File: src/rtl/scan_test_controller.sv
// Scan-test sequencer: shift a pattern into a scan chain, pulse one capture
// cycle, unload the response, then grade it against an expected vector.
module scan_test_controller #(
    parameter int CHAIN_LEN = 4,
    parameter int CNT_W     = 8
) (
    input  logic                 CLK,
    input  logic                 RST_N,
    input  logic                 START,
    input  logic [CHAIN_LEN-1:0] PATTERN,
    input  logic [CHAIN_LEN-1:0] EXPECTED,
    input  logic                 SO,
    output logic                 SI,
    output logic                 SE,
    output logic                 BUSY,
    output logic                 DONE,
    output logic [CHAIN_LEN-1:0] RESPONSE,
    output logic                 PASS,
    output logic                 FAIL,
    output logic [CNT_W-1:0]     FAIL_CNT
);

    localparam int CW = $clog2(CHAIN_LEN + 1);
    localparam logic [CW-1:0] LAST = CW'(CHAIN_LEN - 1);

    typedef enum logic [2:0] {
        IDLE,
        SHIFT_IN,
        CAPTURE,
        SHIFT_OUT,
        REPORT
    } state_t;

    state_t               state, state_n;
    logic [CW-1:0]        cnt, cnt_n, idx;
    logic [CHAIN_LEN-1:0] pat_q, exp_q, pat_sh, resp_n;
    logic                 accept, cnt_last, unload_end, mismatch;

    assign cnt_last = (cnt == LAST);

    always_comb begin
        state_n = state;
        cnt_n   = cnt;
        accept  = 1'b0;
        unique case (state)
            IDLE: begin
                if (START) begin
                    accept  = 1'b1;
                    cnt_n   = '0;
                    state_n = SHIFT_IN;
                end
            end
            SHIFT_IN: begin
                if (cnt_last) begin
                    cnt_n   = '0;
                    state_n = CAPTURE;
                end else begin
                    cnt_n = cnt + CW'(1);
                end
            end
            CAPTURE: state_n = SHIFT_OUT;
            SHIFT_OUT: begin
                if (cnt_last) begin
                    cnt_n   = '0;
                    state_n = REPORT;
                end else begin
                    cnt_n = cnt + CW'(1);
                end
            end
            REPORT:  state_n = IDLE;
            default: state_n = IDLE;
        endcase
    end

    // Both directions walk the chain MSB first, so one index serves both.
    always_comb begin
        idx    = LAST - cnt;
        pat_sh = pat_q >> idx;
        resp_n = RESPONSE;
        for (int i = 0; i < CHAIN_LEN; i++) begin
            if (CW'(i) == idx) resp_n[i] = SO;
        end
    end

    assign SI         = (state == SHIFT_IN) & pat_sh[0];
    assign SE         = (state == SHIFT_IN) | (state == SHIFT_OUT);
    assign BUSY       = (state != IDLE);
    assign DONE       = (state == REPORT);
    assign unload_end = (state == SHIFT_OUT) & cnt_last;
    assign mismatch   = (resp_n != exp_q);

    always_ff @(posedge CLK or negedge RST_N) begin
        if (!RST_N) begin
            state    <= IDLE;
            cnt      <= '0;
            pat_q    <= '0;
            exp_q    <= '0;
            RESPONSE <= '0;
            PASS     <= 1'b0;
            FAIL     <= 1'b0;
            FAIL_CNT <= '0;
        end else begin
            state <= state_n;
            cnt   <= cnt_n;
            if (accept) begin
                pat_q <= PATTERN;
                exp_q <= EXPECTED;
                PASS  <= 1'b0;
                FAIL  <= 1'b0;
            end
            if (state == SHIFT_OUT) RESPONSE <= resp_n;
            // Grade on the last unload edge so PASS/FAIL are valid with DONE.
            if (unload_end) begin
                PASS <= !mismatch;
                FAIL <= mismatch;
                if (mismatch && FAIL_CNT != '1) begin
                    FAIL_CNT <= FAIL_CNT + CNT_W'(1);
                end
            end
        end
    end

endmodule

File: config.mk
export PLATFORM = sky130hd
export DESIGN_NAME = scan_test_controller
export DESIGN_NICKNAME = d
export VERILOG_FILES = /design/src/rtl/scan_test_controller.sv
export SDC_FILE = /design/constraint.sdc
export NUM_CORES = 1
export LEC_CHECK = 0
export BUFFER_PORTS_ARGS = -buffer_cell sky130_fd_sc_hd__buf_4
export CAP_MARGIN = 10
export CORE_ASPECT_RATIO = 0.6
export CORE_UTILIZATION = 45
export DETAILED_ROUTE_END_ITERATION = 8
export HOLD_SLACK_MARGIN = 0.05
export PLACE_DENSITY = 0.68
export SLEW_MARGIN = 20
export SYNTH_ARGS = -nofsm -noshare
export SYNTH_HDL_FRONTEND = slang
export SYNTH_SLANG_ARGS = --single-unit
File: constraint.sdc
create_clock -name CLK -period 3.3 [get_ports CLK]
set_input_delay 0.495 -clock CLK [delete_from_list [all_inputs] [get_ports CLK]]
set_output_delay 0.495 -clock CLK [all_outputs]
set_load 0.01 [all_outputs]
# After elaboration in Yosys (flattened, before gate mapping)
# Cells that the tools add are included.
[word_totals] reg_bits=28
[classes] n_eq_ne=13 add_sub_neg=3 n_reduce_logical=11 n_mux=16 bitwise=3 n_shift=1
[ops] cell="$mux 3" n=5
[ops] cell="$pmux 3 s4" n=1
[ops] cell="$eq 3x2->1 const B" n=3
[ops] cell="$mux 1" n=9
[ops] cell="$add 8x1->8 const B" n=1
[ops] cell="$ne 8x8->1 const B" n=1
[ops] cell="$eq 2x3->1 const A" n=2
[ops] cell="$logic_not 3->1" n=2
[ops] cell="$ne 2x2->1 const B" n=3
[ops] cell="$pmux 3 s2" n=1
[ops] cell="$ne 4x4->1" n=1
[ops] cell="$reduce_and 2->1" n=2
[ops] cell="$reduce_bool 2->1" n=2
[ops] cell="$shr 4x3->1" n=1
[ops] cell="$add 3x1->3 const B" n=1
[ops] cell="$eq 1x3->1 const A" n=1
[ops] cell="$eq 3x1->1 const B" n=1
[ops] cell="$eq 3x3->1 const B" n=1
[ops] cell="$reduce_and 3->1" n=1
[ops] cell="$reduce_bool 3->1" n=1
[ops] cell="$sub 2x3->3 const A" n=1
[ops] cell="$and 1x1->1" n=2
[ops] cell="$reduce_or 2->1" n=1
[ops] cell="$logic_and 1x1->1" n=1
[ops] cell="2 further kinds" n=2

# Logic depth before layout (Yosys ltp)
# Gate-level depths: netlist of run 1.
[logic_depth] ltp_word=6 ltp_mapped=8 depth_no_buf=8

# Least setup slack after synthesis of run 1
# No wires, ideal clock.
[synth_timing] path_kind="register to register" startpoint="register cnt[0]" endpoint="register FAIL_CNT[1]" arrival_time_ns=1.845 synth_period_minus_slack_ns=1.970 setup_slack_ns=1.330 t_required_ns=3.175 stages_incl_launch_ff=9 cell_sequence="dfrtp_1 -> inv_1 -> ha_1 -> nor2b_1 -> mux2i_1 -> xor2_1 -> nand3_2 -> and3_4 -> mux2_4"
[synth_between] elab_chain_len=6 word_cells_on_any_way=14
[synth_rtl] element="start: declaration" line="35" source="logic [CW-1:0] cnt, cnt_n, idx;"
[synth_rtl] element="start signal: assignment" line="104" source="cnt <= cnt_n;"
[synth_rtl] element="$sub 2x3->3" line="77" source="idx = LAST - cnt;"
[synth_rtl] element="$eq 1x3->1 (tied with other cells)" line="81" source="if (CW'(i) == idx) resp_n[i] = SO;"
[synth_rtl] element="$mux 1" line="81"
[synth_rtl] element="$ne 4x4->1" line="90" source="assign mismatch = (resp_n != exp_q);"
[synth_rtl] element="$logic_and 1x1->1" line="116" source="if (mismatch && FAIL_CNT != '1) begin"
[synth_rtl] element="$reduce_and 2->1 (no source line) *"
[synth_rtl] element="end signal: assignment" line="117" source="FAIL_CNT <= FAIL_CNT + CNT_W'(1);"
[synth_rtl] element="end: declaration" line="20" source="output logic [CNT_W-1:0] FAIL_CNT"
# Every way passes the cells marked *; elsewhere a longest branch is shown, timed or not.
# A chain may end at the register's enable or synchronous reset.

# Worst setup path in the final report of run 1
# Same ends and word-level chain as after synthesis.

==> summary.txt, run 1 <==
STA
  – Min Tclk post-route: 2.23 ns
  – Final Max Tran Viols: 0
  – RSZ-0062 raised after global routing: false
  – Post-route clock period utilization: 67.6%
  – Slew @ Worst Pin: 0.398 ns
  – Max frequency: 448 MHz
  – Clk_skew: 0.00686 ns
  – Hold_ws: 0.112 ns
  – Final-report setup violation count: 0
  – Post-Route Setup TNS: 0 ns
  – Final Hold Viols: 0
  – Slew headroom: 73.4%

Final layout
  – Nets: 193
  – Layout cell share with drive strength beyond 1: 25.9%
  – Register Area: 701 um^2
  – Multi-input logic area: 716 um^2
  – Fillcell total: 288
  – # diodes: 0
  – Area growth, synth to finish: 21.2%
  – Commonest non-fill, non-tap cell in the layout: nand2_1
  – Most frequent cells in the layout: nand2_1, buf_4, dfrtp_1, nand3_1, xor2_1

Synth
  – Yosys warning count: 0
  – Primary FF master, synth: dfrtp_1
  – Synthesized cell area: 1460 um^2
  – Syn Nets: 163
  – Gate Count Post-Synth: 145
  – #FFs+latches synth: 28
  – Sequential cell area fraction in the yosys report: 48.2%
  – Ys async rst share: 100%
  – Post-synth EDFFs: 0
  – Syn Area/Cell: 10.0 um^2
  – Synth cell types: 34

Clock network
  – Total CTS buffers: 3
  – Clk buf depth: 2
  – Hold-fix buffers, CTS: 0
  – H-tree depth: 1
  – CTS Root Cell: clkbuf_8
  – CTS tree: done
  – Worst skew pair latency: 0.28 ns
  – Postcts setup bufs: 0
  – Post_cts resized: 0
  – CTS Sinks: 28
  – CTS clock-pin slew for the worst setup and hold paths: 0.10 ns

Setup path
  – Startpoint types: flop
  – Worst Setup End Kind: flop
  – Kind of critical path: flop to flop
  – CP arrival: 2.40 ns
  – Worst path slowest cell: dfrtp_1
  – Crit path max fanout: 10
  – Worst Path Required: 3.47 ns
  – Crit-path cells: inv_1, ha_1, nor2b_1, mux2i_1, xor2_1, nand3_2, and3_4, mux2_4
  – CP max stage delay: 0.47 ns

Pwr
  – Pleak: 0.839 nW
  – Switching pwr: 0.610 mW
  – VDD IR max: 0.434 mV
  – Int Pwr: 0.918 mW
  – Gate power share: 44.6%
  – Clk pwr share: 14.0%
  – Sequential share of power: 41.4%
  – Sw frac: 39.9%
  – PwrDens: 866 nW/um^2

Route
  – 1st-iter DRT viols: 54
  – 1st-pass router iterations: 4
  – Post-route ant nets: 0
  – Vias per inst: 5.02
  – Routed wire length: 3.11 mm
  – DRC viols: 0
  – Avg WL per Cell: 14.4 um
  – Vias: 1,085

Floorplan
  – Row cnt: 15
  – Die Ht: 46.0 um
  – Initial Utilization: 49.1%
  – Die area: 3470 um^2
  – Die Wd: 75.4 um
  – Core outline area: 2970 um^2
  – Io pins: 30

Placement
  – Port Buf Inserts: 29
  – Dpl hpwl: 2.39 mm
  – Final Wtd Congestion: 0.863

GRT
  – First-pass GRT wire length: 5.19 mm
  – GRT overflow: 0
  – Antenna violations before repair: 0
  – Largest net degree at the start of global routing: 29
  – Vias in the first global route: 1,030
  – GR Util All Layers: 20.8%

Min path
  – Hold Crit Class: primary input to async pin

Run status
  – Outcome: finished clean

Run
  – Maxcap violations: 0
through the flow:
stage / total power, mW / std cells / setup WS [ns] / instance area (um^2) / util (%)
2_1_floorplan: 1.06 / 145 / 1.33 / 1460 / -
4_1_cts: 1.54 / 216 / 1.03 / 1760 / 59.5
6_report: 1.53 / 216 / 1.07 / 1760 / 59.5
5_1_grt: 1.65 / 216 / 0.917 / 1760 / 59.5
3_3_place_gp: 1.28 / 212 / 1.23 / 1710 / 57.6
3_5_place_dp: 1.32 / 212 / 1.10 / 1710 / 57.6
sequential cells by signal, indices dropped and copies added (netlist names):
| signal | cells |
|---|---|
| cnt | 3 |
| state | 3 |
| FAIL | 1 |
| PASS | 1 |
| pat_q | 4 |
| exp_q | 4 |
| FAIL_CNT | 8 |
| RESPONSE | 4 |
cell type report:
class,count,share of cell area (%)
Inverter,6,1.28
Tap cell,42,2.98
Timing Repair Buffer,29,12.3
Clock buffer,4,3.12
Sequential cell,28,39.7
Multi-Input combinational cell,107,40.6
power by group through the flow:
stage / Combinational (mW) / Sequential, mW / Clock [mW]
after floorplan: 0.453 / 0.608 / 0
after global placement: 0.653 / 0.624 / 0
after detailed placement: 0.683 / 0.639 / 0
after CTS: 0.690 / 0.634 / 0.215
after global routing: 0.763 / 0.657 / 0.230
final: 0.682 / 0.633 / 0.213
critical path, delay by kind of cell (launching register included):
kind	cells	cell delay [ns]
buffers and inverters	1	0.12
flip-flops	1	0.47
adder cells (fa/ha/maj)	1	0.14
multiplexers	2	0.57
AND/OR/NAND/NOR	3	0.63
XOR/XNOR	1	0.20
final timing paths:
kind                                  start  slack (ns)  cells past startpoint           to
worst max-delay path                 cnt[0]        1.07                      8  FAIL_CNT[1]
worst min-delay path                  RST_N        0.11                      1     exp_q[2]
worst max register to register       cnt[0]        1.07                      8  FAIL_CNT[1]
worst min register to register     state[2]        0.49                      1     state[1]
max in group asynchronous             RST_N        2.92                      1       cnt[1]
min in group CLK                EXPECTED[2]        0.40                      3     exp_q[2]
cells by family after synthesis:
logic type      synth area share, %
simple gates                   24.1
flops                          48.2
xor+xnor                       7.22
buf+inv                        2.66
mux                            8.51
compound gates                 4.21
fa+ha+maj                      5.16
layer usage:
layer  vias up  part of all wire (%)  track usage, %
li1        551                     -               -
met1       503                    52            30.9
met2        29                    43            31.4
met3         2                   4.8            5.53
met4         0                  0.13            2.22
met5         -                     0               0
Yosys cell counts, types with 2 or more instances:
cell	instances	area (um^2)
dfrtp_1	28	701
clkbuf_1	3	11.3
nor3b_1	3	22.5
xnor2_1	5	43.8
mux2_2	5	56.3
nor3_1	3	15.0
and3_1	3	18.8
ha_1	6	75.1
nor2b_1	2	12.5
xor2_1	7	61.3
o21ai_0	2	10.0
nor2_1	5	18.8
nand3_1	10	50.1
nand3_2	2	20.0
nand2_1	34	128
inv_1	4	15.0
mux2i_1	3	30.0
nand2b_1	4	25.0
No activity file was read; power rests on OpenSTA's default activity.
==> run 2: changes to the inputs <==
ABC_AREA = 1   (was default)
PLACE_DENSITY = 0.69   (was 0.68)
clock period = 1.8 ns   (was 3.3 ns; I/O delays follow)
==> run 2 against run 1 <==
Effect of this change: highest routed layer unchanged; design area grew 19%; register-to-register slack worse by 1.0 ns; critical path depth grew 2; combinational power rose to 2.7 times the previous value; flip-flop and latch count is the same; die area is 11% higher; wire length increased by 19%; global-route usage is 0.40 points higher.
==> summary.txt, run 2 <==
Pwr
  – VDD IR max: 0.640 mV
  – PwrDens: 1650 nW/um^2
  – Pleak: 1.03 nW
  – Power, Total: 3.45 mW

Synth
  – Largest area contributor in the netlist: dfrtp_1
  – Sequential cell area fraction in the yosys report: 43.3%
  – Top post-synthesis cells by count: nand2_1, dfrtp_1, inv_1
  – Compound-Gate Fraction of Synth Area: 6.57%
  – Adder-Cell Fraction of Synth Area: 4.64%
  – Synth Area in Simple Gates: 35.7%
  – Post-synth EDFFs: 0
  – Largest family of logic cells by synthesized area: simple AND/OR/NAND/NOR gates
  – Syn Area/Cell: 8.18 um^2
  – Synth cell types: 28
  – Gate Count Post-Synth: 198
  – Synthesized cell area: 1620 um^2
  – Syn Nets: 216
  – Most frequent cell after synthesis: nand2_1
  – Multiplexer share of the synthesized area: 0%
  – Top post-synthesis cells by area: dfrtp_1, nand2_1, nand3_1, inv_1, ha_1
  – Post-synth top area share: 43.3%
  – Fraction of synthesized cell area in xor and xnor cells: 2.70%
  – Primary FF master, synth: dfrtp_1
  – Ys async rst share: 100%
  – #FFs+latches synth: 28
  – Yosys warning count: 0

GRT
  – First-pass GRT wire length: 6.24 mm
  – GR Util All Layers: 21.2%
  – Antenna violations before repair: 0
  – GRT overflow: 0
  – Vias in the first global route: 1,318
  – Largest net degree at the start of global routing: 29

Route
  – Routed wire length: 3.71 mm
  – Vias: 1,381
  – Vias per inst: 4.93
  – 1st-pass router iterations: 4
  – DRC viols: 0
  – Post-route ant nets: 0
  – 1st-iter DRT viols: 112
  – Avg WL per Cell: 13.3 um

Setup path
  – Startpoint types: flop
  – Bufs and invs on worst path: 1
  – Kind of critical path: flop to flop
  – Crit path max fanout: 7
  – Worst Setup End Kind: flop
  – CP max stage delay: 0.47 ns
  – Worst path slowest cell: dfrtp_2
  – Worst Path Required: 2.02 ns
  – Largest delay share family, worst path: simple AND/OR/NAND/NOR gates
  – Crit-path cells: inv_4, ha_2, nand3_1, nand3_1, nand2_2, nor2_4, nand2_4, nand3_4, nand2_1, nand2_1
  – CP arrival: 1.98 ns

STA
  – Slew headroom: 72.1%
  – Post-route clock period utilization: 97.3%
  – Post-Route Setup TNS: 0 ns
  – Final Max Tran Viols: 0
  – Max frequency: 571 MHz
  – Hold_ws: 0.180 ns
  – Final Hold Viols: 0
  – Clk_skew: 0.00331 ns
  – Final worst slack: 0.0479 ns
  – Final-report setup violation count: 0
  – Slew @ Worst Pin: 0.415 ns
  – Min Tclk post-route: 1.75 ns
  – RSZ-0062 raised after global routing: true

Placement
  – Dpl cell area: 1890 um^2
  – Port Buf Inserts: 29
  – Final Wtd Congestion: 0.831
  – Setup WS pre-CTS: 0.0677 ns
  – Placed Cells: 272
  – Dpl hpwl: 2.76 mm

Final layout
  – Commonest non-fill, non-tap cell in the layout: nand2_1
  – Most frequent cells in the layout: nand2_1, buf_4, dfrtp_1, inv_1, nand2_2
  – Util after Layout: 62.5%
  – Area growth, synth to finish: 29.1%
  – Nets: 254
  – Fin area: 2090 um^2
  – Max reg flops: 8
  – # diodes: 0
  – Fillcell total: 288
  – Fin cells: 280
  – Top reg by flops: FAIL_CNT
  – Layout cell share with drive strength beyond 1: 35.3%

Clock network
  – CTS tree: done
  – Clk buf depth: 2
  – Total CTS buffers: 3
  – Worst skew pair latency: 0.28 ns
  – CTS clock-pin slew for the worst setup and hold paths: 0.10 ns
  – CTS Root Cell: clkbuf_8
  – H-tree depth: 1
  – CTS Sinks: 28

Run
  – Maxcap violations: 0

Run status
  – Outcome: finished clean

Floorplan
  – Die area: 3850 um^2
  – Core outline area: 3340 um^2
  – Die Ht: 48.5 um
  – Initial Utilization: 48.4%
  – Io pins: 30
  – Row cnt: 16
  – Die Wd: 79.4 um

Min path
  – Hold Crit Class: primary input to flop
==> run 2: path summary, 6_finish.rpt <==
kind,startpoint,endpoint,slack (ns),cells after the start
worst max-delay path,cnt[0],FAIL_CNT[3],0.05,10
worst min-delay path,EXPECTED[3],exp_q[3],0.18,3
worst max register to register,cnt[0],FAIL_CNT[3],0.05,10
worst min register to register,pat_q[1],pat_q[1],0.48,2
max in group asynchronous,RST_N,cnt[1],1.08,2
min in group asynchronous,RST_N,exp_q[1],0.44,2
==> run 2: cell type report <==
cell class | count | area, um^2 | area share [%]
Clock inverter | 1 | 30.0 | 1.44
Inverter | 25 | 104 | 4.97
Clock buffer | 3 | 41.3 | 1.97
Multi-Input combinational cell | 144 | 898 | 43.0
Tap cell | 45 | 56.3 | 2.69
Sequential cell | 28 | 703 | 33.6
Timing Repair Buffer | 34 | 258 | 12.3
==> run 2: metal layers <==
metal | track usage (%) | part of all wire (%) | vias to the layer above
li1 | - | - | 713
met1 | 34.6 | 55 | 637
met2 | 28.9 | 40 | 29
met3 | 4.53 | 5.6 | 2
met4 | 2.73 | 0.11 | 0
met5 | 0 | 0 | -
==> run 2: kinds of logic (layout without fill, tap and decap cells) <==
logic type,Yosys count,in the layout
adders and majority gates,6,6
buffers and inverters,27,63
xor gates and xnor gates,5,5
and+or+nand+nor,113,114
AOI/OAI and AO/OA,19,19
DFF,28,28
==> run 2: repair_timing <==
action	CTS	global route
endpoints found under the hold margin	28	0
setup endpoints to repair	1	11
setup buffers	0	2
resized for setup	2	26
pin swaps	0	8
gates cloned	0	1
hold buffers	1	0
==> run 2: worst reg2reg max path: stages (launching register included) <==
cell	delay, ns
dfrtp_2	0.47
inv_4	0.12
ha_2	0.23
nand3_1	0.12
nand3_1	0.12
nand2_2	0.08
nor2_4	0.16
nand2_4	0.10
nand3_4	0.16
nand2_1	0.07
nand2_1	0.06
==> run 2: power breakdown <==
group / switching (mW) / internal [mW] / total, mW / leakage [nW]
Combinational: 1.09 / 0.741 / 1.83 / 0.644
Clock: 0.206 / 0.298 / 0.504 / 0.0357
Sequential: 0.235 / 0.871 / 1.11 / 0.355
==> run 3: changes to the inputs <==
PLACE_DENSITY = 0.71   (was 0.69)
==> run 3 against run 2 <==
Effect of this change: sequential power about the same; power decreased by 6.6%; utilization decreased by 2.0 points; count of clock-buffer cells in the layout unchanged; clock skew about the same; critical path depth decreased by 6; cell count decreased by 0.36%; critical path type is now flop to primary output; largest power group unchanged.
==> summary.txt, run 3 (same netlist as run 2, synthesis figures left out) <==
Run status
  – Outcome: finished clean

Final layout
  – Layout cell share with drive strength beyond 1: 31.6%
  – Area growth, synth to finish: 25.0%
  – Max reg flops: 8
  – Util after Layout: 60.6%
  – Most frequent cells in the layout: nand2_1, buf_4, dfrtp_1, inv_1, nand3_1
  – Commonest non-fill, non-tap cell in the layout: nand2_1
  – Nets: 254
  – # diodes: 0
  – Top reg by flops: FAIL_CNT

Floorplan
  – Die area: 3850 um^2
  – Initial Utilization: 48.4%
  – Die Wd: 79.4 um
  – Io pins: 30
  – Core outline area: 3340 um^2
  – Row cnt: 16
  – Die Ht: 48.5 um

Clock network
  – CTS tree: done
  – CTS Sinks: 28
  – CTS Root Cell: clkbuf_8
  – Total CTS buffers: 3
  – Worst skew pair latency: 0.27 ns
  – CTS clock-pin slew for the worst setup and hold paths: 0.09 ns
  – H-tree depth: 1
  – Clk buf depth: 2

GRT
  – Antenna violations before repair: 0
  – GRT overflow: 0
  – Largest net degree at the start of global routing: 29
  – First-pass GRT wire length: 5.77 mm
  – GR Util All Layers: 20.0%
  – Vias in the first global route: 1,205

STA
  – RSZ-0062 raised after global routing: true
  – Final Max Tran Viols: 0
  – Slew @ Worst Pin: 0.427 ns
  – Post-Route Setup TNS: 0 ns
  – Min Tclk post-route: 1.74 ns
  – Hold_ws: 0.192 ns
  – Final Hold Viols: 0
  – Post-route clock period utilization: 96.6%
  – Clk_skew: 0.00289 ns
  – Slew headroom: 71.3%
  – Final-report setup violation count: 0
  – Max frequency: 575 MHz

Setup path
  – Kind of critical path: flop to primary output
  – CP max stage delay: 0.45 ns
  – Worst r2r dst: FAIL_CNT[2]
  – Worst path slowest cell: dfrtp_2
  – Worst Setup EP: SI
  – Crit-path cells: inv_4, nand2_1, a2111oi_4, buf_4
  – Worst Path Required: 1.53 ns
  – CP arrival: 1.47 ns
  – Worst r2r path cells: 13
  – Internal reg-to-reg setup slack: 0.10 ns
  – Worst Setup SP: cnt[0]
  – Worst Setup End Kind: primary output
  – Reg2reg start: cnt[1]
  – Crit path max fanout: 7
  – Startpoint types: flop

Placement
  – Dpl hpwl: 2.63 mm
  – Final Wtd Congestion: 0.835
  – Port Buf Inserts: 29

Route
  – 1st-pass router iterations: 4
  – Vias per inst: 4.89
  – Avg WL per Cell: 12.5 um
  – Post-route ant nets: 0
  – Routed wire length: 3.50 mm
  – DRC viols: 0
  – Vias: 1,365
  – 1st-iter DRT viols: 87

Pwr
  – Power, Total: 3.22 mW
  – Pleak: 1.02 nW
  – PwrDens: 1590 nW/um^2
  – Sequential share of power: 34.1%
  – Gate power share: 55.5%
  – Int Pwr: 1.75 mW
  – Switching pwr: 1.47 mW
  – Clk pwr share: 10.4%
  – Sw frac: 45.7%
  – VDD IR max: 0.717 mV

Min path
  – Hold Crit Class: primary input to flop

Run
  – Maxcap violations: 0
==> run 3: worst min path at each step <==
stage | start | to | cells past startpoint
global placement | RST_N | RESPONSE[1] | 1
floorplan | RST_N | FAIL | 0
finish | EXPECTED[3] | exp_q[3] | 3
detailed placement | RST_N | RESPONSE[1] | 1
global route | PATTERN[3] | pat_q[3] | 3
CTS | EXPECTED[3] | exp_q[3] | 3
==> run 3: power groups by stage <==
stage,Combinational [mW],Sequential [mW],Clock (mW)
5_1_grt,1.99,1.13,0.377
3_3_place_gp,1.56,1.08,0
4_1_cts,1.65,1.09,0.343
2_1_floorplan,1.09,1.09,0
6_report,1.78,1.10,0.335
3_5_place_dp,1.59,1.09,0
==> run 3: final cells by class <==
cell class	instances	area, um^2
fill	306	1320
multi-input combinational	144	866
sequential	28	702
timing repair buffer	34	258
inverter	25	101
tap	45	56.3
clock buffer	3	41.3
==> run 3: per-stage QoR <==
stage	cell area, um^2	setup slack [ns]	std cells
after detailed placement	1890	0.0932	272
final	2020	0.0615	279
after floorplan	1620	0.224	198
after global placement	1890	0.128	272
after CTS	1960	0.0186	276
after global routing	2020	-0.0151	279
==> run 3: per-layer routing <==
layer / track usage (%) / routed length, um / vias up
met1: 33.1 / 1890 / 603
li1: - / - / 717
met3: 4.91 / 247 / 4
met2: 25.5 / 1330 / 41
met5: 0 / 0 / -
met4: 4.55 / 35 / 0
==> run 3: what timing repair did <==
item | 4_1_cts | 5_1_grt
endpoints found under the hold margin | 28 | 0
buffers inserted | 0 | 2
hold buffers | 1 | 0
gates resized for setup | 3 | 14
pin swaps | 0 | 5
endpoints found under the setup margin | 1 | 9
gates cloned | 0 | 1
==> run 3: critical path, delay by kind of cell, from the launching register on <==
kind	cells	cell delay [ns]
flops	1	0.45
buf+inv	2	0.28
compound gates	1	0.37
simple gates	1	0.09
